## src/rtl/regbank_sb.sv

```systemverilog
// Parametrised register bank: two combinational read ports, ALU and load write ports, and a per-register busy scoreboard.
// Optional macro REGBANK_BYPASS_EN enables read-after-write forwarding on both read ports.
module regbank_sb #(
    parameter int unsigned DW = 32,
    parameter int unsigned AW = 4
) (
    input  logic          clk,
    input  logic          rst_n,
    input  logic [AW-1:0] ra1,
    output logic [DW-1:0] rd1,
    output logic          rv1,
    input  logic [AW-1:0] ra2,
    output logic [DW-1:0] rd2,
    output logic          rv2,
    input  logic          w_en,
    input  logic [AW-1:0] wa,
    input  logic [DW-1:0] wd,
    input  logic          l_en,
    input  logic [AW-1:0] la,
    input  logic [DW-1:0] ld,
    input  logic          iss_en,
    input  logic [AW-1:0] iss_a,
    output logic          iss_rdy,
    output logic [AW:0]   busy_cnt,
    output logic          err
);

    localparam int unsigned DEPTH = 2 ** AW;
    localparam int unsigned CW    = AW + 1;

    logic [DW-1:0]    regs [DEPTH];
    logic [DEPTH-1:0] busy;
    logic [DEPTH-1:0] busy_nxt;
    logic [CW-1:0]    cnt_nxt;

    assign iss_rdy = !busy[iss_a];

    // Load clears first, accepted issue sets afterwards so set wins on a same-address collision.
    always_comb begin
        busy_nxt = busy;
        if (l_en) begin
            busy_nxt[la] = 1'b0;
        end
        if (iss_en && iss_rdy) begin
            busy_nxt[iss_a] = 1'b1;
        end
    end

    always_comb begin
        cnt_nxt = '0;
        for (int unsigned i = 0; i < DEPTH; i++) begin
            cnt_nxt = cnt_nxt + CW'(busy_nxt[i]);
        end
    end

    always_ff @(posedge clk or negedge rst_n) begin
        if (!rst_n) begin
            busy     <= '0;
            busy_cnt <= '0;
            err      <= 1'b0;
        end else begin
            busy     <= busy_nxt;
            busy_cnt <= cnt_nxt;
            if (iss_en && !iss_rdy) begin
                err <= 1'b1;
            end
        end
    end

    // Load writeback has priority over the ALU on the same address.
    always_ff @(posedge clk or negedge rst_n) begin
        if (!rst_n) begin
            for (int unsigned i = 0; i < DEPTH; i++) begin
                regs[i] <= '0;
            end
        end else begin
            for (int unsigned i = 0; i < DEPTH; i++) begin
                if (l_en && (la == AW'(i))) begin
                    regs[i] <= ld;
                end else if (w_en && (wa == AW'(i))) begin
                    regs[i] <= wd;
                end
            end
        end
    end

    always_comb begin
        rd1 = regs[ra1];
        rv1 = !busy[ra1];
        rd2 = regs[ra2];
        rv2 = !busy[ra2];
`ifdef REGBANK_BYPASS_EN
        if (l_en && (la == ra1)) begin
            rd1 = ld;
            rv1 = 1'b1;
        end else if (w_en && (wa == ra1)) begin
            rd1 = wd;
        end
        if (l_en && (la == ra2)) begin
            rd2 = ld;
            rv2 = 1'b1;
        end else if (w_en && (wa == ra2)) begin
            rd2 = wd;
        end
`endif
    end

endmodule

```

## config.mk

```make
export PLATFORM = sky130hd
export DESIGN_NAME = regbank_sb
export DESIGN_NICKNAME = d
export VERILOG_FILES = /design/src/rtl/regbank_sb.sv
export SDC_FILE = /design/constraint.sdc
export NUM_CORES = 2
export LEC_CHECK = 0
export CORE_MARGIN = 3
export CORE_UTILIZATION = 56
export CTS_CLUSTER_DIAMETER = 60
export DETAILED_ROUTE_END_ITERATION = 8
export PLACE_DENSITY = 0.81
export SYNTH_ARGS = -nofsm -noshare
export SYNTH_HDL_FRONTEND = slang
export SYNTH_SLANG_ARGS = --single-unit
```

## constraint.sdc

```tcl
create_clock -name clk -period 4 [get_ports clk]
set_clock_uncertainty 0.05 [all_clocks]
set_input_delay 0.4 -clock clk [delete_from_list [all_inputs] [get_ports clk]]
set_output_delay 0.4 -clock clk [all_outputs]
set_load 0.02 [all_outputs]
```

==> impl_results.md <==
- Post-Syn Instances: 3647
- Routed via count: 36.7k
- Worst R2R Setup Slack: -500 ps
- Final setup viols: 4
- Combinational share of power: 36.8%
- Port Buffers: 161
- Peak Freq: 222 MHz
- CTS tree: yes
- Period minus WS final: 4500 ps
- Clk_lat worst skew: 640 ps
- Lkg Pwr: 13.3 nW
- Area Growth Syn to Fin: 11.6%
- Initial antenna violation count: 18
- Maxcap violations: 0
- Sw frac: 34.3%
- Largest family of logic cells by synthesized area: multiplexers
- Ys flop type: dfrtp_1
- Critical Path Start: busy[2]
- # fillers: 4767
- Multi-input gate area: 19500 um2
- Post-synthesis simple-gate area fraction: 15.5%
- Reg2reg path depth: 14
- CTS Buffer Depth: 3
- CP Class: reg2reg
- RSZ-0062 raised after global routing: true
- Flop pwr share: 36.9%
- Nature of the critical path startpoint: flop
- Crit path capture type: flop
- Post-synth EDFFs: 0
- Design Power: 21.4 mW
- Run status: finished, violations left
- Gr ovfl total: 0
- NumNets Final: 3523
- First-pass GRT wire length: 222000 um
- Reg clk slew, reported paths: 60 ps
- PnR worst setup slack: -502 ps
- Routed WL: 147000 um
- Syn avg cell area: 9.65 um2
- Synth Area in Adders: 0.746%
- Worst slew margin: 15.1%
- Max Slew Vio Count: 0
- Drt wl/cell: 34.1 um
- Internal Power: 14.0 mW
- Power density over cell area: 544 nW/um2
- Ports: 162
- Synth Area in XOR/XNOR: 0.0498%
- Largest net degree at the start of global routing: 129
- Die height: 257 um
- Initial DRC Count: 8020
- Core Region: 61900 um2
- Chip width: 257 um
- CTS Buf Count: 56
- HPWL Detailed: 76000 um
- FF-to-FF End: busy_cnt[2]
- CP required: 4480 ps
- Reg2Reg Launch Point: busy[2]
- Failing checks: design-rule violations, negative setup slack
- Vias per Instance: 8.50
- Worst slew pin tran: 1270 ps
- Worst vdd ir: 0.564 mV
- Final Hold Fails: 0
- H-tree levels: 2
- Post-synthesis sequential area ratio: 38.0%
- Async set or reset register ratio after synthesis: 100%
- Worst min path class: in2async
- Mapped Area: 35200 um2
- Worst Path Max Fanout: 2
- RePlAce Congestion: 0.911
- Die Area: 65900 um2
- Setup crit end: busy_cnt[2]
- Synthesis-stage register bit count: 534
- Root buffer cell: clkbuf_16
- Arrival @ worst endpoint: 4980 ps
- Post-synthesis mux area share: 21.6%
- Number of global-route vias before repair: 36.2k
- Clk network pwr share: 26.4%
- Count of cell types in the netlist: 39
- Synth Area in Compound Gates: 17.0%
- Switching pwr: 7.33 mW
- Final Util: 63.4%
- Share of layout cells above drive strength 1: 19.0%
- Reg area: 13400 um2
- Post-route DRC: 34
- Routed Antenna Nets: 0
- Initial core utilization: 56.8%
- Net Count, Synth: 3751
- GRT Util Overall: 43.8%
- Placement Rows: 91
- Number of synthesis warnings: 0
- Post-route clock period utilization: 113%
- DRT Pass-1 Iters: 9
- Num Clock Sinks: 534
-- layout make-up --
class	count	share of cell area [%]
multi-input cells	2484	49.7
flip-flops and latches	534	34.0
repair buffers	325	8.50
clock buffers	77	4.15
well taps	837	2.67
clock inverters	26	0.751
inverters	18	0.172
diodes	12	0.0764
-- cell families after synthesis --
kind of cell | count (synthesis)
flops | 534
mux | 339
fa+ha+maj | 15
compound gates | 1050
xor+xnor | 2
simple gates | 1078
buf+inv | 629
-- through the flow --
stage / setup WS (ps) / setup TNS [ps] / std cells / hold slack, ps / area (um2)
finish: -502 / -1780 / 4313 / 319 / 39300
global route: -646 / -2400 / 4303 / 367 / 39300
CTS: -469 / -1750 / 4300 / 362 / 39200
detailed placement: -1150 / -7600 / 4195 / 411 / 37300
global placement: -1110 / -7060 / 4195 / 412 / 37300
floorplan: -463 / -1610 / 3647 / 54.4 / 35300
-- power by group through the flow --
stage	combinational [mW]	sequential, mW	clock (mW)
after floorplan	4.98	7.53	0
after global placement	7.20	7.74	0
after detailed placement	7.38	7.83	0
after CTS	7.46	7.78	5.57
after global routing	8.34	7.99	5.78
final	7.85	7.88	5.63
-- sequential cells by signal (all words and copies together) (netlist names) --
name,cells
busy_cnt,5
busy,16
err,1
regs,512
-- worst min path at each step --
stage / startpoint / endpoint / slack, ps / cells past startpoint
finish: rst_n / regs[104] / 320 / 2
global route: rst_n / regs[104] / 370 / 2
CTS: rst_n / regs[104] / 360 / 2
detailed placement: rst_n / regs[104] / 410 / 1
global placement: rst_n / regs[104] / 410 / 1
floorplan: rst_n / busy[0] / 50 / 0
-- placed cells by master, fill, tap and decap left out, types with 3 or more instances in the layout --
cell and instances:
buf_8 3, inv_1 14, clkinv_2 14, a22o_1 14
clkbuf_16 57, o21ai_0 437, fa_1 9, buf_6 3
clkdlybuf4s50_1 151, buf_4 125, mux4_2 336, nand3b_1 4
nand3_1 512, nand2_1 3, dfrtp_1 534, inv_2 4
buf_12 39, a22oi_1 4, a31oi_1 512, nor3_1 513
ha_1 4, diode_2 12, clkbuf_1 7, nand2b_4 4
o21ai_1 75, clkbuf_8 13, or2_2 16, bufinv_16 6
clkinvlp_4 6
-- synthesized netlist by cell type, types with 2 or more instances --
cell	number	area share, %
inv_1	18	0.19
or2_1	4	0.071
a22oi_1	5	0.11
nand3_1	514	7.3
or2_2	14	0.25
buf_1	75	0.80
nor2b_1	3	0.053
mux2i_1	2	0.057
ha_1	5	0.18
nor3_1	513	7.3
and3b_1	3	0.075
nand2b_1	5	0.089
dfrtp_1	534	38
clkbuf_1	499	5.3
nand3b_1	4	0.085
fa_1	10	0.57
mux4_2	336	21
nor2_1	3	0.032
buf_2	19	0.27
and3_1	2	0.036
a22o_1	14	0.35
nand2_1	5	0.053
or3b_1	2	0.050
o21ai_0	438	6.2
nor3b_1	3	0.064
o21ai_1	75	1.1
a31oi_1	512	9.1
buf_6	18	0.58
xnor2_1	2	0.050
-- worst max-delay path, stage by stage, from the launching register on --
cell	delay [ps]
dfrtp_1	400
mux4_2	490
or3_4	370
o31ai_4	240
fa_1	450
inv_2	70
fa_1	410
fa_1	510
inv_2	40
fa_1	500
ha_2	180
inv_2	40
fa_2	380
buf_4	150
xnor2_2	120
-- per-layer routing --
metal / up-vias / part of all wire [%] / GRT usage [%]
met3: 1268 / 20 / 23.0
li1: 13700 / - / -
met5: - / 0.17 / 1.39
met2: 4410 / 40 / 59.6
met1: 17300 / 31 / 54.1
met4: 22 / 8.7 / 28.8
-- timing repair --
item,4_1_cts,5_1_grt
hold buffers,1,0
resized for setup,3,5
endpoints found under the hold margin,70,0
setup endpoints to repair,4,5
buffers inserted,1,1
pin swaps,1,3
Power figures use the tool's default switching activity.
